<file path="src/rtl/jstk_pkg.sv">
// Shared types and constants for the PmodJSTK SPI responder.
// Holds the state enum, frame constants and the TX frame packer.
package jstk_pkg;

  localparam int         JSTK_BYTES      = 5;
  localparam logic [5:0] JSTK_CMD_PREFIX = 6'b100000;

  typedef enum logic [2:0] {
    ARM,
    IDLE,
    LOAD,
    SHIFT,
    END
  } state_t;

  function automatic logic [39:0] pack_tx(
    input logic [9:0] x,
    input logic [9:0] y,
    input logic [2:0] btn
  );
    return {x[7:0], 6'b0, x[9:8],
            y[7:0], 6'b0, y[9:8],
            5'b0, btn};
  endfunction

endpackage

</file>
<file path="src/rtl/jstk_spi_responder_sync.sv">
// Synchroniser and edge detector for the asynchronous SPI pins.
// Ports: clk, reset in; ss/sclk/mosi raw in; synced levels and edge pulses out.
module spi_in_sync #(
  parameter int SYNC_STAGES = 2
) (
  input  logic clk,
  input  logic reset,
  input  logic ss,
  input  logic sclk,
  input  logic mosi,
  output logic ss_lvl,
  output logic sck_lvl,
  output logic mosi_lvl,
  output logic ss_fall,
  output logic ss_rise,
  output logic sck_rise,
  output logic sck_fall
);

  logic [SYNC_STAGES-1:0] ss_c;
  logic [SYNC_STAGES-1:0] sck_c;
  logic [SYNC_STAGES-1:0] mosi_c;
  logic                   ss_d;
  logic                   sck_d;

  always_ff @(posedge clk) begin
    if (reset) begin
      ss_c   <= '0;
      sck_c  <= '0;
      mosi_c <= '0;
      ss_d   <= 1'b0;
      sck_d  <= 1'b0;
    end else begin
      ss_c   <= {ss_c[SYNC_STAGES-2:0], ss};
      sck_c  <= {sck_c[SYNC_STAGES-2:0], sclk};
      mosi_c <= {mosi_c[SYNC_STAGES-2:0], mosi};
      ss_d   <= ss_c[SYNC_STAGES-1];
      sck_d  <= sck_c[SYNC_STAGES-1];
    end
  end

  assign ss_lvl   = ss_c[SYNC_STAGES-1];
  assign sck_lvl  = sck_c[SYNC_STAGES-1];
  assign mosi_lvl = mosi_c[SYNC_STAGES-1];
  assign ss_fall  = ~ss_lvl & ss_d;
  assign ss_rise  = ss_lvl & ~ss_d;
  assign sck_rise = sck_lvl & ~sck_d;
  assign sck_fall = ~sck_lvl & sck_d;

endmodule

</file>
<file path="src/rtl/jstk_spi_responder.sv">
// SPI mode-0 slave emulating the PmodJSTK: returns X/Y/BTN, latches LEDs.
// Ports: CLK/RESET, SS/SCLK/MOSI/MISO, X_POS/Y_POS/BTN, LED, pulses.
// Optional JSTK_FRAME_CNT_EN adds FRAME_CNT[15:0] counting good frames.
module jstk_spi_responder
  import jstk_pkg::*;
#(
  parameter int BYTE_CNT    = JSTK_BYTES,
  parameter int SYNC_STAGES = 2
) (
  input  logic       CLK,
  input  logic       RESET,
  input  logic       SS,
  input  logic       SCLK,
  input  logic       MOSI,
  output logic       MISO,
  input  logic [9:0] X_POS,
  input  logic [9:0] Y_POS,
  input  logic [2:0] BTN,
  output logic [1:0] LED,
  output logic       CMD_VALID,
  output logic       FRAME_DONE,
`ifdef JSTK_FRAME_CNT_EN
  output logic       FRAME_ERR,
  output logic [15:0] FRAME_CNT
`else
  output logic       FRAME_ERR
`endif
);

  logic ss_lvl, sck_lvl, mosi_lvl;
  logic ss_fall, ss_rise;
  logic sck_rise, sck_fall;

  spi_in_sync #(
    .SYNC_STAGES(SYNC_STAGES)
  ) u_sync (
    .clk     (CLK),
    .reset   (RESET),
    .ss      (SS),
    .sclk    (SCLK),
    .mosi    (MOSI),
    .ss_lvl  (ss_lvl),
    .sck_lvl (sck_lvl),
    .mosi_lvl(mosi_lvl),
    .ss_fall (ss_fall),
    .ss_rise (ss_rise),
    .sck_rise(sck_rise),
    .sck_fall(sck_fall)
  );

  state_t      state, state_n;
  logic [39:0] tx_sr;
  logic [7:0]  rx_sr;
  logic [7:0]  rx_nxt;
  logic [2:0]  bit_cnt;
  logic [2:0]  byte_cnt;
  logic        ss_hi;

  assign rx_nxt = {rx_sr[6:0], mosi_lvl};
  // A level check also catches an SS rise that landed during LOAD.
  assign ss_hi  = ss_rise | ss_lvl;

  always_ff @(posedge CLK) begin
    if (RESET) state <= ARM;
    else       state <= state_n;
  end

  always_comb begin
    state_n    = state;
    FRAME_DONE = 1'b0;
    FRAME_ERR  = 1'b0;
    unique case (state)
      ARM:   if (ss_lvl) state_n = IDLE;
      IDLE:  if (ss_fall) state_n = LOAD;
      LOAD:  state_n = SHIFT;
      SHIFT: if (ss_hi) state_n = END;
      END: begin
        state_n = IDLE;
        if (byte_cnt == 3'(BYTE_CNT) &&
            bit_cnt == 3'd0)
          FRAME_DONE = 1'b1;
        else
          FRAME_ERR = 1'b1;
      end
      default: state_n = ARM;
    endcase
  end

  always_ff @(posedge CLK) begin
    if (RESET) begin
      tx_sr     <= '0;
      rx_sr     <= '0;
      bit_cnt   <= '0;
      byte_cnt  <= '0;
      MISO      <= 1'b0;
      LED       <= 2'b00;
      CMD_VALID <= 1'b0;
    end else begin
      CMD_VALID <= 1'b0;
      unique case (state)
        IDLE: MISO <= 1'b0;
        LOAD: begin
          tx_sr    <= pack_tx(X_POS, Y_POS, BTN);
          MISO     <= X_POS[7];
          rx_sr    <= '0;
          bit_cnt  <= '0;
          byte_cnt <= '0;
        end
        SHIFT: begin
          if (!ss_hi) begin
            if (sck_rise) begin
              rx_sr   <= rx_nxt;
              bit_cnt <= bit_cnt + 3'd1;
              if (bit_cnt == 3'd7) begin
                if (byte_cnt != 3'd7)
                  byte_cnt <= byte_cnt + 3'd1;
                if (byte_cnt == 3'd0 &&
                    rx_nxt[7:2] == JSTK_CMD_PREFIX) begin
                  LED       <= rx_nxt[1:0];
                  CMD_VALID <= 1'b1;
                end
              end
            end else if (sck_fall) begin
              tx_sr <= {tx_sr[38:0], 1'b0};
              MISO  <= tx_sr[38];
            end
          end
        end
        default: ;
      endcase
    end
  end

`ifdef JSTK_FRAME_CNT_EN
  always_ff @(posedge CLK) begin
    if (RESET)           FRAME_CNT <= '0;
    else if (FRAME_DONE) FRAME_CNT <= FRAME_CNT + 16'd1;
  end
`endif

endmodule

</file>
<file path="config.mk">
export PLATFORM = sky130hd
export DESIGN_NAME = jstk_spi_responder
export DESIGN_NICKNAME = d
export VERILOG_FILES = /design/src/rtl/jstk_pkg.sv /design/src/rtl/jstk_spi_responder_sync.sv /design/src/rtl/jstk_spi_responder.sv
export SDC_FILE = /design/constraint.sdc
export NUM_CORES = 1
export LEC_CHECK = 0
export CAP_MARGIN = 20
export CORE_MARGIN = 2
export CORE_UTILIZATION = 55
export DETAILED_ROUTE_END_ITERATION = 8
export GPL_ROUTABILITY_DRIVEN = 0
export PLACE_DENSITY_LB_ADDON = 0.15
export SYNTH_ARGS = -nofsm -noshare
export SYNTH_HDL_FRONTEND = slang
export SYNTH_SLANG_ARGS = --single-unit
</file>
<file path="constraint.sdc">
create_clock -name CLK -period 2.4 [get_ports CLK]
set_clock_uncertainty 0.05 [all_clocks]
set_input_delay 0.6 -clock CLK [delete_from_list [all_inputs] [get_ports CLK]]
set_output_delay 0.6 -clock CLK [all_outputs]
set_load 0.02 [all_outputs]
</file>
==> results_dict.tcl, run 1 <==
set metrics [dict create \
    cp-startpoint "byte_cnt[1]" \
    cts_num_sinks 67 \
    drive_gt1_frac 0.129 \
    rsz0062_at_grt "false" \
    reg2reg_from "state[0]" \
    vdd_ir_drop_max_v 0.000693 \
    fin_cells 433 \
    yosysWarningCount 0 \
    dp_cells 417 \
    ys_async_sr_fraction 0 \
    max_slew_margin 0.512 \
    path_class "flip-flop to output port" \
    cp-start-kind "flip-flop" \
    drt-vias-per-instance 5.43 \
    crit_end "FRAME_ERR" \
    die_w_um 76.9 \
    grt_usage 0.206 \
    powerDensity_nw_per_um2 623 \
    utilization 0.674 \
    postSynthCellCount 336 \
    synth-edff-count 0 \
    critPathBufInv 2 \
    crit_path_max_fanout 3 \
    max_clock_freq_mhz 448 \
    detail-route-antenna-nets 0 \
    crit_family "buffers and inverters" \
    setup-tns-final_ns 0 \
    pre_cts_ws_ns 0.272 \
    start_util 0.572 \
    cts.htree.levels 3 \
    grt_overflow_total 0 \
    hold_class "flip-flop to flip-flop" \
    cts_made_buffers 9 \
    layout.nets 393 \
    hold-worst-slack_ns 0.404 \
    cap_violations 0 \
    drtPass1Iterations 7 \
    clkTransAtPathRegs_ns 0.07 \
    initialDrtViolationCount 133 \
    syn_area_um2 2920 \
    die_h_um 76.9 \
    grt_pass1_vias 2289 \
    drv_slew 0 \
    insertion_delay_ns 0.34 \
    r2r_slack_ns 0.58 \
    p_leak_nw 1.16 \
    reg2reg_to "tx_sr[1]" \
    core_area_um2 5110 \
    grt_pass1_wl_um 9900 \
    area_growth_pct 18.0 \
    cp_slowest_cell "dfxtp_1" \
    core.rowCount 26 \
    critPathMaxStageDelay_ns 0.36 \
    synth_seq_cells 67 \
    drc 0 \
    hold_viol 0 \
    layout_setup_ws_ns 0.169 \
    clock-root-buffer "clkbuf_8" \
    cts_hold_buf 0 \
    period_share 0.930 \
    setup_viol 0 \
    io_pins 34 \
    cp_num_cells 5 \
    period_needed_ns 2.23 \
    diodes 0 \
    synth-seq-area-share 0.459 \
    antenna_found_initial 0 \
    path_cells "inv_1, ha_1, nand4b_1, and3_1, dlygate4sd2_1" \
    routed_wirelength_um 5590 \
    tightest_slew_ns 0.731 \
    syn-num-nets 371 \
    clk_path_buf_depth 2 \
    grt_max_degree 61 \
    ys.flop_type "dfxtp_1" \
    hpwl_um 3600 \
    vias 2352 \
    status "complete, no violations" \
    ys_types 34 \
    dieArea_um2 5910 \
    wl_per_cell_um 12.9 \
    end_kind "output port" \
    portBuffers 33 \
    crit_arrival_ns 1.58 \
    cp.required_ns 1.75 \
    tritoncts "done" \
    syn_avg_cell_area_um2 8.69 \
    worstRegToRegCells 5 \
]
kinds of logic after synthesis:
group	share of synthesized area
AOI/OAI and AO/OA	0.204
adders and majority gates	0.0300
buffers and inverters	0.0587
DFF	0.459
muxes	0.00386
and+or+nand+nor	0.243
layout make-up:
type	instances	area, um^2
multi-input cells	235	1410
well taps	70	87.6
repair buffers	39	393
inverters	6	22.5
flip-flops and latches	67	1340
clock buffers	9	124
clock inverters	7	68.8
fillers	413	1660
tightest hold or removal path, stage by stage (launching register included):
cell     delay (ns)
dfxtp_1        0.31
nand2_1        0.05
a21oi_1        0.05
how the worst min path moves through the flow:
stage	from	end	slack, ns	cells past startpoint
detailed placement	u_sync.mosi_c[0]	u_sync.mosi_c[1]	0.38	1
CTS	tx_sr[11]	tx_sr[11]	0.41	2
global route	u_sync.sck_c[0]	u_sync.sck_c[1]	0.41	1
global placement	u_sync.ss_c[0]	u_sync.ss_c[1]	0.38	1
finish	tx_sr[11]	tx_sr[11]	0.40	2
floorplan	u_sync.mosi_c[0]	u_sync.mosi_c[1]	0.36	1
routing by layer:
layer,GRT usage,vias to the layer above,share of wire
li1,-,1208,-
met1,0.245,1092,0.47
met2,0.344,43,0.47
met3,0.0671,9,0.048
met4,0.0800,0,0.015
met5,0,-,0
sequential cells by signal, indices dropped and copies added (netlist names):
signal         cells
tx_sr             39
rx_sr              7
bit_cnt            3
byte_cnt           3
state              3
LED                2
u_sync.mosi_c      2
u_sync.sck_c       2
u_sync.ss_c        2
CMD_VALID          1
MISO               1
u_sync.sck_d       1
u_sync.ss_d        1
layout by cell type, fill, tap and decap left out, drive strengths merged, types with 3 or more instances in the layout:
| master | n |
|---|---|
| ha | 7 |
| a21oi | 35 |
| o21a | 3 |
| nand4 | 4 |
| clkbuf | 9 |
| o21ai | 8 |
| nand2 | 72 |
| nor2b | 9 |
| a311oi | 21 |
| buf | 7 |
| clkdlybuf4s50 | 30 |
| nor3 | 4 |
| dfxtp | 67 |
| nand3 | 30 |
| inv | 6 |
| nor2 | 24 |
| clkinv | 4 |
stage by stage:
stage	total power [mW]	cell area (um^2)
2_1_floorplan	1.21	2920
6_report	2.15	3440
4_1_cts	2.17	3440
5_1_grt	2.22	3440
3_5_place_dp	1.27	3250
3_3_place_gp	1.27	3250
cells in the mapped netlist (2+ instances only):
master	n	area, um^2
nand4_1	4	25.0
clkbuf_1	14	52.6
nand2_1	72	270
ha_1	7	87.6
dfxtp_1	67	1340
nand3_1	30	150
nor2b_1	9	56.3
and2_1	2	12.5
a311oi_2	21	315
o21ai_0	8	40.0
inv_1	6	22.5
and3_1	2	12.5
o21a_1	3	22.5
nor3_1	4	20.0
a21oi_1	34	170
nor2_1	24	90.1
buf_4	3	22.5
buf_6	3	33.8
buf_2	8	40.0
report_power, final:
part,internal [mW],switching [mW]
sequential,1.12,0.00535
combinational,0.0593,0.0559
clock,0.475,0.429
total,1.66,0.490
what timing repair did:
action / in CTS / in global routing
setup buffers: 0 / 0
resized for setup: 2 / 0
endpoints found under the setup margin: 2 / 0
No activity file was read; power rests on OpenSTA's default activity.
==> inputs of run 2 (changes only) <==
--- a/config.mk
+++ b/config.mk
@@ -9,7 +9,6 @@
 export CORE_MARGIN = 2
 export CORE_UTILIZATION = 55
 export DETAILED_ROUTE_END_ITERATION = 8
-export GPL_ROUTABILITY_DRIVEN = 0
 export PLACE_DENSITY_LB_ADDON = 0.15
 export SYNTH_ARGS = -nofsm -noshare
 export SYNTH_HDL_FRONTEND = slang
==> results of run 2 <==
Final layout, timing and power as in run 1 (identical DEF).
